[src/rtl/alu_op_sequencer_pkg.sv]
// alu_seq_defs: shared definitions for the ALU operation sequencer.
//   - instruction field positions for the fixed 20-bit instruction word
//   - FSM state encoding
package alu_seq_defs;

   localparam int IW          = 20;
   localparam int OP_HI       = 19;
   localparam int OP_LO       = 17;
   localparam int USE_IMM_BIT = 16;
   localparam int WB_EN_BIT   = 15;
   localparam int RD_HI       = 14;
   localparam int RD_LO       = 13;
   localparam int RS_HI       = 12;
   localparam int RS_LO       = 11;
   localparam int RT_HI       = 10;
   localparam int RT_LO       = 9;
   localparam int RSVD_BIT    = 8;
   localparam int IMM_HI      = 7;
   localparam int IMM_LO      = 0;

   typedef enum logic [1:0] {
      IDLE = 2'd0,
      EXEC = 2'd1,
      DONE = 2'd2
   } state_t;

endpackage

[src/rtl/alu_regfile.sv]
// alu_regfile: 4 x 8-bit register file.
// Ports:
//   clk, reset            - clock, synchronous active-high reset (clears all regs)
//   we, waddr, wdata      - synchronous write port
//   raddr_a / rdata_a     - combinational operand read port A
//   raddr_b / rdata_b     - combinational operand read port B
//   dbg_sel / dbg_data    - combinational debug read port
module alu_regfile (
   input  logic       clk,
   input  logic       reset,
   input  logic       we,
   input  logic [1:0] waddr,
   input  logic [7:0] wdata,
   input  logic [1:0] raddr_a,
   input  logic [1:0] raddr_b,
   input  logic [1:0] dbg_sel,
   output logic [7:0] rdata_a,
   output logic [7:0] rdata_b,
   output logic [7:0] dbg_data
);

   logic [7:0] regs [4];

   // reset has priority, so a write pending on a reset edge is dropped
   always_ff @(posedge clk) begin
      if (reset) begin
         for (int i = 0; i < 4; i++) regs[i] <= 8'd0;
      end else if (we) begin
         regs[waddr] <= wdata;
      end
   end

   assign rdata_a  = regs[raddr_a];
   assign rdata_b  = regs[raddr_b];
   assign dbg_data = regs[dbg_sel];

endmodule

[src/rtl/alu_op_sequencer.sv]
// alu_op_sequencer: drives an external 8-bit ALU from a 4x8 register file.
// Accepts instruction words over valid/ready, registers ALU select/operands,
// writes the ALU result back and latches the ALU flags.
// Ports:
//   clk, reset                       - clock, synchronous active-high reset
//   instr, instr_valid, instr_ready  - instruction handshake
//   alu_s, alu_a, alu_b              - registered ALU select / operands
//   alu_f, alu_ovf, alu_take_branch  - ALU result and flags
//   done                             - one-cycle retire pulse
//   ovf_flag, branch_flag            - flags of the last retired instruction
//   dbg_sel, dbg_data                - combinational register debug read
//
// state | meaning
// IDLE  | ready for an instruction; operands captured on accept
// EXEC  | ALU inputs stable; result written back, flags latched at edge
// DONE  | retire pulse, not ready
module alu_op_sequencer
   import alu_seq_defs::*;
#(
   parameter int IW = 20
) (
   input  logic          clk,
   input  logic          reset,
   input  logic [IW-1:0] instr,
   input  logic          instr_valid,
   output logic          instr_ready,
   output logic [2:0]    alu_s,
   output logic [7:0]    alu_a,
   output logic [7:0]    alu_b,
   input  logic [7:0]    alu_f,
   input  logic          alu_ovf,
   input  logic          alu_take_branch,
   output logic          done,
   output logic          ovf_flag,
   output logic          branch_flag,
   input  logic [1:0]    dbg_sel,
   output logic [7:0]    dbg_data
);

   state_t     state_q, state_d;
   logic       accept, exec;
   logic [1:0] rd_q;
   logic       wb_en_q;
   logic [7:0] rdata_a, rdata_b;

   logic [2:0] op;
   logic       use_imm, wb_en;
   logic [1:0] rd, rs, rt;
   logic [7:0] imm;
   logic       unused_rsvd;

   assign op          = instr[OP_HI:OP_LO];
   assign use_imm     = instr[USE_IMM_BIT];
   assign wb_en       = instr[WB_EN_BIT];
   assign rd          = instr[RD_HI:RD_LO];
   assign rs          = instr[RS_HI:RS_LO];
   assign rt          = instr[RT_HI:RT_LO];
   assign imm         = instr[IMM_HI:IMM_LO];
   assign unused_rsvd = instr[RSVD_BIT];

   alu_regfile u_regfile (
      .clk      (clk),
      .reset    (reset),
      .we       (exec && wb_en_q),
      .waddr    (rd_q),
      .wdata    (alu_f),
      .raddr_a  (rs),
      .raddr_b  (rt),
      .dbg_sel  (dbg_sel),
      .rdata_a  (rdata_a),
      .rdata_b  (rdata_b),
      .dbg_data (dbg_data)
   );

   always_ff @(posedge clk) begin
      if (reset) state_q <= IDLE;
      else       state_q <= state_d;
   end

   // outputs are gated by reset so nothing is offered or retired while it is held
   always_comb begin
      state_d     = state_q;
      instr_ready = 1'b0;
      done        = 1'b0;
      accept      = 1'b0;
      exec        = 1'b0;
      case (state_q)
         IDLE: begin
            instr_ready = ~reset;
            if (instr_valid && !reset) begin
               accept  = 1'b1;
               state_d = EXEC;
            end
         end
         EXEC: begin
            exec    = 1'b1;
            state_d = DONE;
         end
         DONE: begin
            done    = ~reset;
            state_d = IDLE;
         end
         default: state_d = IDLE;
      endcase
   end

   always_ff @(posedge clk) begin
      if (reset) begin
         alu_s       <= 3'd0;
         alu_a       <= 8'd0;
         alu_b       <= 8'd0;
         rd_q        <= 2'd0;
         wb_en_q     <= 1'b0;
         ovf_flag    <= 1'b0;
         branch_flag <= 1'b0;
      end else begin
         if (accept) begin
            alu_s   <= op;
            alu_a   <= rdata_a;
            alu_b   <= use_imm ? imm : rdata_b;
            rd_q    <= rd;
            wb_en_q <= wb_en;
         end
         if (exec) begin
            ovf_flag    <= alu_ovf;
            branch_flag <= alu_take_branch;
         end
      end
   end

endmodule

[config.mk]
export PLATFORM = sky130hd
export DESIGN_NAME = alu_op_sequencer
export DESIGN_NICKNAME = d
export VERILOG_FILES = /design/src/rtl/alu_op_sequencer_pkg.sv /design/src/rtl/alu_regfile.sv /design/src/rtl/alu_op_sequencer.sv
export SDC_FILE = /design/constraint.sdc
export NUM_CORES = 1
export LEC_CHECK = 0
export ABC_CLOCK_PERIOD_IN_PS = 2250
export BUFFER_PORTS_ARGS = -buffer_cell sky130_fd_sc_hd__buf_2
export CORE_MARGIN = 2
export CORE_UTILIZATION = 54
export DETAILED_ROUTE_END_ITERATION = 10
export HOLD_SLACK_MARGIN = 0.12
export PLACE_DENSITY = 0.79
export SYNTH_ARGS = -nofsm -noshare
export SYNTH_HDL_FRONTEND = slang
export SYNTH_SLANG_ARGS = --single-unit
[constraint.sdc]
create_clock -name clk -period 2.25 [get_ports clk]
set_input_delay 0.1125 -clock clk [delete_from_list [all_inputs] [get_ports clk]]
set_output_delay 0.1125 -clock clk [all_outputs]
set_load 0.02 [all_outputs]
==> results of run 1 <==
report_power, final:
group | leakage (nW) | internal [mW] | total (mW) | switching, mW
clock network | 0.0775 | 0.383 | 0.779 | 0.396
registers | 0.543 | 1.17 | 1.21 | 0.0383
logic | 0.822 | 0.162 | 0.333 | 0.171
cell usage after synthesis:
| cell | count |
|---|---|
| sky130_fd_sc_hd__mux4_2 | 16 |
| sky130_fd_sc_hd__nor4b_4 | 1 |
| sky130_fd_sc_hd__nand2_1 | 14 |
| sky130_fd_sc_hd__nor3b_2 | 1 |
| sky130_fd_sc_hd__mux2_2 | 16 |
| sky130_fd_sc_hd__nand2b_1 | 15 |
| sky130_fd_sc_hd__buf_6 | 2 |
| sky130_fd_sc_hd__and4bb_1 | 1 |
| sky130_fd_sc_hd__nor3_1 | 1 |
| sky130_fd_sc_hd__o21ai_0 | 14 |
| sky130_fd_sc_hd__mux2i_1 | 2 |
| sky130_fd_sc_hd__or2_1 | 1 |
| sky130_fd_sc_hd__a222oi_1 | 8 |
| sky130_fd_sc_hd__nor2b_1 | 1 |
| sky130_fd_sc_hd__edfxtp_1 | 32 |
| sky130_fd_sc_hd__and2_1 | 32 |
| sky130_fd_sc_hd__or2_2 | 2 |
| sky130_fd_sc_hd__clkbuf_1 | 6 |
| sky130_fd_sc_hd__nor3b_1 | 1 |
| sky130_fd_sc_hd__buf_2 | 7 |
| sky130_fd_sc_hd__a41o_1 | 1 |
| sky130_fd_sc_hd__a211oi_1 | 8 |
| sky130_fd_sc_hd__dfxtp_1 | 26 |
| sky130_fd_sc_hd__buf_1 | 3 |
| sky130_fd_sc_hd__inv_1 | 1 |
| sky130_fd_sc_hd__nor2_1 | 12 |
| sky130_fd_sc_hd__and3b_1 | 2 |
final cells by class:
cell class                 instances  area (um^2)  share of cell area (%)
clock buffer                       9          124                    3.51
clock inverter                     7         36.3                    1.03
inverter                           1         3.75                   0.106
multi-input combinational        149         1280                    36.2
sequential                        58         1480                    42.0
tap                               70         87.6                    2.48
timing repair buffer              83          515                    14.6
worst reg2reg max path, cell delays in order (launching register included):
cell                       delay [ns]
sky130_fd_sc_hd__dfxtp_1         0.44
sky130_fd_sc_hd__and4bb_1        0.46
sky130_fd_sc_hd__and3b_1         0.35
sky130_fd_sc_hd__or2_1           0.35
path summary, 6_finish.rpt:
| check | endpoint | depth (start not counted) |
|---|---|---|
| worst min-delay path | alu_b[3] | 3 |
| worst max register to register | u_regfile.regs[2][4] | 3 |
| worst min register to register | alu_a[6] | 2 |
| worst max-delay path | u_regfile.regs[2][4] | 3 |
through the flow:
step | instance area, um^2 | power, mW | hold WS, ns | std cells | util, %
2_1_floorplan | 2850 | 1.44 | 0.221 | 226 | -
3_3_place_gp | 3200 | 1.54 | 0.310 | 345 | 62.7
3_5_place_dp | 3200 | 1.54 | 0.318 | 345 | 62.7
4_1_cts | 3520 | 2.33 | 0.190 | 377 | 69.0
5_1_grt | 3520 | 2.42 | 0.220 | 377 | 69.0
6_report | 3520 | 2.32 | 0.205 | 377 | 69.0
sequential cells by signal, indices dropped and copies added, names as in the netlist:
signal / flops
u_regfile.regs: 32
alu_a: 8
alu_b: 8
alu_s: 3
rd_q: 2
state_q: 2
branch_flag: 1
ovf_flag: 1
wb_en_q: 1
metal layers:
layer / part of all wire (%) / GRT usage (%)
met5: 0 / 0
met4: 2.2 / 10.7
met3: 4.8 / 5.88
met2: 45 / 32.8
met1: 48 / 28.0
timing repair:
action / CTS / global route
setup buffers: 0 / 0
hold endpoints to repair: 40 / 0
hold buffers: 16 / 0
layout by cell type (no fill, tap or decap), types with 2 or more instances in the layout:
cell type                       count
sky130_fd_sc_hd__dlygate4sd3_1     16
sky130_fd_sc_hd__o21ai_0           14
sky130_fd_sc_hd__edfxtp_1          32
sky130_fd_sc_hd__and2_1            32
sky130_fd_sc_hd__nand2_1           14
sky130_fd_sc_hd__mux2i_1            2
sky130_fd_sc_hd__mux4_2            16
sky130_fd_sc_hd__a211oi_1           8
sky130_fd_sc_hd__mux2_2            16
sky130_fd_sc_hd__a222oi_1           8
sky130_fd_sc_hd__or2_2              2
sky130_fd_sc_hd__clkinv_2           2
sky130_fd_sc_hd__nor2_1            12
sky130_fd_sc_hd__clkbuf_8           9
sky130_fd_sc_hd__clkinvlp_4         2
sky130_fd_sc_hd__clkinv_1           3
sky130_fd_sc_hd__buf_2             64
sky130_fd_sc_hd__dfxtp_1           26
sky130_fd_sc_hd__nand2b_1          15
sky130_fd_sc_hd__buf_4              2
sky130_fd_sc_hd__and3b_1            2
logic make-up (layout without fill, tap and decap cells):
kind of cell / after synthesis / after routing / synth area share, %
multiplexers: 34 / 34 / 19.6
flip-flops: 58 / 58 / 51.9
AND/OR/NAND/NOR: 84 / 84 / 17.4
AO/OA/AOI/OAI: 31 / 31 / 7.72
buffers and inverters: 19 / 100 / 3.33
==> results.txt, run 1 <==
The number of global-route vias before repair came out at 2018. The core region is 5110 um^2. Once detail routing completed, the nets flagged for antenna violations numbered 0. Across the routed clock network, the largest skew measured is 0.00728 ns.

The startpoint-to-endpoint class of the critical path is reg -> reg. The routed layout has 2057 vias. The slowest stage of the critical path belongs to the cell sky130_fd_sc_hd__and4bb_1. In this run the deepest clock path goes through 2 buffers. Number of instances in the synthesized netlist: 226.

For the worst setup path, the data required time is 2.24 ns. The total number of yosys warnings came out at 0. The flow ran to the end, and the final reports show no timing, DRC or antenna violations. The root cell of the clock tree was sky130_fd_sc_hd__clkbuf_8. For this design the top-level I/O count stands at 66.

The initial utilization of the core area, before any placement, comes to 55.9%. Clock-pin slew was measured on the worst setup and hold paths at 0.07 ns. The run gives 261 as the number of nets in the synthesized netlist. The fraction of layout cells with a size suffix above 1 was 37.8%. The startpoint identified for the worst register-to-register timing path is state_q[0]. In this run the vertical extent of the chip is 76.7 um. In this run the cell area of the synthesized design comes to 2850 um^2.

Based on the critical path, the design can be clocked at up to 0.518 GHz. For this run, the slowest stage of the critical path takes 0.46 ns. The floorplan has 26 rows. The share of Yosys cell area claimed by the top area cell type came out at 33.7%. The tools report the maximum number of pins on one net before global-route repair as 39.

The net count of the finished layout is 337. After layout, the minimum clock period comes to 1.93 ns. The biggest area contributor in the post-synthesis netlist is sky130_fd_sc_hd__edfxtp_1.

The netlist uses 27 different library cells. After detailed routing, the average wire length per cell comes to 15.3 um. VDD sags by at most 330 uV.

0 antenna diodes ended up in the layout. In this run the horizontal extent of the chip is 76.7 um. Sorting the synthesized cells by area gives the leading types as sky130_fd_sc_hd__edfxtp_1, sky130_fd_sc_hd__dfxtp_1, sky130_fd_sc_hd__mux4_2.

The register bit total from synthesis was 58; the final global-route overflow total was 0. The tools report the launch point of the worst hold path as instr[3]. Summed over all layers, the routed wires come to 5760 um. In this run the number of H-tree levels came out at 3. Relative to the synthesized area, the layout overhead comes to 23.6%. The max-cap check violation count is 0, and the slew at the pin closest to its max-slew limit is 0.527 ns. The number of antenna violations at the first check in global routing was 0; the power density over the cells was 658 nW/um^2. Setup repair after global routing left no endpoint under its margin.

Final setup TNS: 0 ns. STA classifies the critical path startpoint as a flop. For the final-report max-slew violation count, the log shows 0. The class of the most critical hold timing path was in -> reg.

Buffers inserted during clock tree synthesis total 9. The first global-routing pass estimated 9760 um of wire. The worst setup path is captured at a flop. The detailed-route vias per instance works out to 5.46.

The number of gates resized after cts was 0. At the end of routability-driven placement, the weighted congestion stood at 0.807. The worst setup slack after layout came out at 0.320 ns.

The die covers 5880 um^2. Setup slack on the worst reg-to-reg path comes out at 0.32 ns. The number of optimization iterations in the first detailed-route pass is 4, and the DRC violations left is 0. Count of buffer and inverter cells on the critical path: 0. For the leakage power summed over all cells, the log shows 1.44 nW. In this design, the largest share of critical-path delay is due to simple AND/OR/NAND/NOR gates. For the final count of negative-setup-slack endpoints, the log shows 0.

For the placed wire-length estimate, the log shows 4160 um. The worst max-slew margin expressed relative to the limit was 64.8%. For the worst-skew pair, the clock arrives at the later sink with an insertion delay of 0.33 ns. The portion of the clock cycle consumed by the worst path in the final layout was 85.8%.

The critical path startpoint was state_q[0]. STA puts the critical path data arrival time at 1.92 ns. In this run the tool buffered the top-level ports with 64 buffer cells.

Walking the worst path, the cells encountered are and4bb_1, and3b_1, or2_1. The average footprint of a synthesized cell was 12.6 um^2. Prior to clock tree synthesis, the placed netlist has a worst setup slack of 0.319 ns. TritonCTS built the clock tree.

Number of sinks handled by clock tree synthesis: 58. Global routing used 21.4% of the available tracks. The maximum net fanout on the critical path was 11; the count of endpoints failing hold in the final timing report was 0. Counting the fill cells in the layout gives 385.

The tools report the sequential cell area fraction in the yosys report as 51.9%. In this run, the number of DRC markers left after iteration 0 of detailed routing was 132.
Note: power is estimated with default switching activity, not from simulation.
==> run 2, diff against run 1 <==
- SYNTH_HIERARCHICAL: not set -> 1
==> run 2 against run 1 <==
  * Combinational power increased by 2%
  * Sequential share of layout area down 0.83 points
  * First-iteration DRC count decreased by 9.8%
  * Routed wire length down 2.9%
  * Clock power is 16% higher
  * Sequential power about the same
  * Clock skew rose by 0.0038 ns
  * Synthesized cell count decreased by 5.3%
  * Via count fell by 3.8%
  * Register-to-register slack gained 0.15 ns
  * Utilization rose by 0.95 points
  * Critical path type unchanged
  * Critical endpoint is now u_regfile/regs[0][4]
==> results.txt, run 2 <==
The final setup TNS was 0 ns (unchanged); the worst ir drop on vdd was 372 uV (+13%). Leakage power summed over all cells: 1.46 nW (+1.1%). The number of sinks handled by clock tree synthesis was 58 (unchanged). The start of the worst register-to-register path was state_q[1]. The routed wire length was 5590 um (-2.9%); the fraction of layout cells with a size suffix above 1 was 41.7% (+3.9 points). The run gives 0.47 ns (+0.15 ns) as the register-to-register setup slack. The number of global-route vias before repair is 1920 (-4.9%). The run gives 26 (unchanged) as the number of standard-cell rows in the floorplan.

The detailed-route vias per instance came out at 5.35 (-2.0%). The root buffer cell chosen for the clock tree is sky130_fd_sc_hd__clkbuf_8. The register containing the most flip-flops in the final layout is u_regfile/regs. The leading cell type by number of instances after synthesis is sky130_fd_sc_hd__edfxtp_1. The number of top-level design ports is 66 (unchanged), and the clock-pin slew reported for the worst setup and hold paths after clock tree synthesis is 0.06 ns (about the same). The maximum count of clock buffers along a single path was 2 (unchanged); the share of flip-flops with an asynchronous set or reset after synthesis was 0% (unchanged).

The total of buffers placed on input and output ports is 64 (unchanged). In this run the critical register-to-register path is captured at u_regfile/regs[0][4]. For the total routing usage reported by global routing, the log shows 20.3% (-1.1 points).

The run gives 70.0% (+0.95 points) as the final cell utilization of the core. The tools report the placed wire-length estimate as 4100 um (-1.5%). The tools report the worst max-slew margin expressed relative to the limit as 67.7% (+2.9 points). Maximum net fanout on the critical path: 8 (-3). The class of the most critical hold timing path is in -> reg. The critical path is of the reg -> reg type. The run gives 1978 (-3.8%) as the total number of vias. The library cells used most frequently in the layout, excluding fill and tap cells, are sky130_fd_sc_hd__buf_2, sky130_fd_sc_hd__edfxtp_1, sky130_fd_sc_hd__dfxtp_1. The sequential cell area fraction in the yosys report was 51.0% (-0.92 points). The remaining antenna violation count was 0 (unchanged). The maximum clock rate came out at 0.562 GHz (+8.4%). The run gives 0 (unchanged) as the number of setup buffers added after CTS. The average footprint of a synthesized cell is 13.6 um^2 (+7.5%), and the register bit total from synthesis is 58 (unchanged). For this run, the leading register cell type out of synthesis is sky130_fd_sc_hd__edfxtp_1. The area of the core was 5140 um^2 (+0.64%).

The run gives 0.134 ns (-0.0711 ns) as the post-route worst hold slack. The violation count after the first detailed-routing iteration was 119 (-9.8%). For the final count of negative-setup-slack endpoints, the log shows 0 (unchanged).

The launch point of the worst hold path is instr[4]. The worst-skew pair later-pin latency was 0.33 ns (about the same). The layout-stage area growth over the synthesis result is 23.8%, and the cell area after placement is 3250 um^2 (+1.4%).

The flow ran to the end, and the final reports show no timing, DRC or antenna violations. The run gives 0 (unchanged) as the count of endpoints failing hold in the final timing report. The number of hold-repair buffers added at the cts stage is 16 (unchanged), and the H-tree depth reported by CTS is 3 (unchanged). The power density over the cells works out to 682 nW/um^2 (+3.6%).

For the starting utilization of the core area, the log shows 56.5% (+0.64 points). The average wire per standard cell was 15.1 um (-1.1%). The worst hold path cell count is 3 (unchanged).

TritonCTS built the clock tree. The number of optimization iterations in the first detailed-route pass is 4 (unchanged), and the length in cells of the worst reg-to-reg path is 4 (+1). The number of nets at the end of the flow was 330 (-2.1%). The clock skew after layout is 0.0111 ns (+0.00384 ns), and the final estimated routing congestion in global placement is 0.836 (+3.5%). The final global-route overflow total is 0 (unchanged), and the number of instances in the synthesized netlist is 214 (-5.3%). The floorplan die height was 77.3 um (+0.85%); the number of antenna violations at the first check in global routing was 0 (unchanged).

End point of the worst hold path: alu_b[4]. Number of flops mapped to enable cells by yosys: 32 (unchanged). The post-synthesis instance area was 2900 um^2 (+1.8%).

The most common library cell in the layout ignoring fill and taps is sky130_fd_sc_hd__buf_2. The tools report the critical path data required time as 2.45 ns (+0.21 ns). Kind of end point of the critical path: a flop. The unique cell type count in the Yosys netlist is 26 (-3.7%). The chip width came out at 77.3 um (+0.85%). The flip-flop count of the largest register, all copies and words added came out at 32 (unchanged).

For the number of buffers created by CTS, the log shows 9 (unchanged). In the final layout, the registers with the most flip-flops are u_regfile/regs: 32 flops, alu_a: 8 flops, alu_b: 8 flops. The tools report the wire length of the first global-routing pass as 9290 um (-4.8%).

Setup repair after global routing left no endpoint under its margin. The run gives 0 (unchanged) as the DRC violations left. The number of diodes added for antenna fixing was 0 (unchanged). Ranked by total cell area, the synthesized netlist is headed by sky130_fd_sc_hd__edfxtp_1, sky130_fd_sc_hd__mux4_2, sky130_fd_sc_hd__dfxtp_1. The portion of the clock cycle consumed by the worst path in the final layout came out at 79.1% (-6.6 points). Number of nets in the synthesized netlist: 249 (-4.6%).

The clock period minus final worst setup slack works out to 1.78 ns (-0.149 ns). For the summed area of non-filler cells in the final layout, the log shows 3600 um^2 (+2.0%). The overall die area was 5980 um^2 (+1.7%). The final-report max-slew violation count came out at 0 (unchanged). The max-cap check violation count was 0 (unchanged).

The slew at the pin closest to its max-slew limit came out at 0.483 ns (-0.0435 ns). Share of Yosys cell area claimed by the top area cell type: 33.1% (-0.60 points). The number of gates resized after cts was 0 (unchanged).

The library cell with the largest summed area after synthesis is sky130_fd_sc_hd__edfxtp_1. The run gives 1.98 ns (+0.06 ns) as the data arrival time of the critical path. The tools report the maximum number of pins on one net before global-route repair as 44 (+13%). STA classifies the critical path startpoint as a flop. For the total number of yosys warnings, the log shows 6 (+6).

Sorting the synthesized cells by how often they occur yields sky130_fd_sc_hd__edfxtp_1, sky130_fd_sc_hd__dfxtp_1, sky130_fd_sc_hd__and2_1, sky130_fd_sc_hd__mux4_2, sky130_fd_sc_hd__nand2b_1.
-- run 2: logic make-up after synthesis --
logic type | synth area share, %
AOI/OAI and AO/OA | 6.20
DFF | 51.0
buffers and inverters | 3.40
and+or+nand+nor | 17.3
muxes | 22.1
-- run 2: layout make-up --
type / instances / area (um^2)
fillers: 376 / 1540
well taps: 70 / 87.6
flip-flops and latches: 58 / 1480
multi-input cells: 140 / 1320
repair buffers: 84 / 510
clock inverters: 6 / 57.6
inverters: 2 / 7.51
clock buffers: 10 / 128
-- run 2: layer usage --
layer  global-route usage, %  routed length (um)  up-vias
met4                    8.75                  63        0
met3                    4.53                 346        6
met1                    27.0                2480      944
met2                    32.2                2700       69
met5                       0                   0        -
li1                        -                   -      959
-- run 2: worst max-delay path by stage --
stage	from	end	slack [ns]	cells past startpoint
finish	state_q[1]	u_regfile/regs[0][4]	0.47	4
global route	state_q[0]	u_regfile/regs[0][6]	0.26	4
CTS	state_q[1]	u_regfile/regs[0][7]	0.45	4
detailed placement	state_q[0]	u_regfile/regs[0][7]	0.49	4
global placement	state_q[1]	u_regfile/regs[2][1]	0.55	5
floorplan	state_q[1]	u_regfile/regs[2][0]	0.51	4
-- run 2: metrics by stage --
stage	worst slack [ns]	power, mW	cells
after floorplan	0.507	1.45	214
after global placement	0.552	1.54	338
after detailed placement	0.487	1.55	338
after CTS	0.451	2.48	370
after global routing	0.258	2.56	370
final	0.469	2.45	370
-- run 2: worst max-delay path: stages (launching register included) --
cell and delay, ns:
sky130_fd_sc_hd__dfxtp_1 0.34, sky130_fd_sc_hd__nand2b_1 0.24, sky130_fd_sc_hd__nor2_1 0.42, sky130_fd_sc_hd__nor4b_4 0.44
sky130_fd_sc_hd__and2_2 0.21
-- run 2: power breakdown --
part	switching [mW]	internal, mW
Combinational	0.172	0.166
Sequential	0.0403	1.17
Clock	0.400	0.503
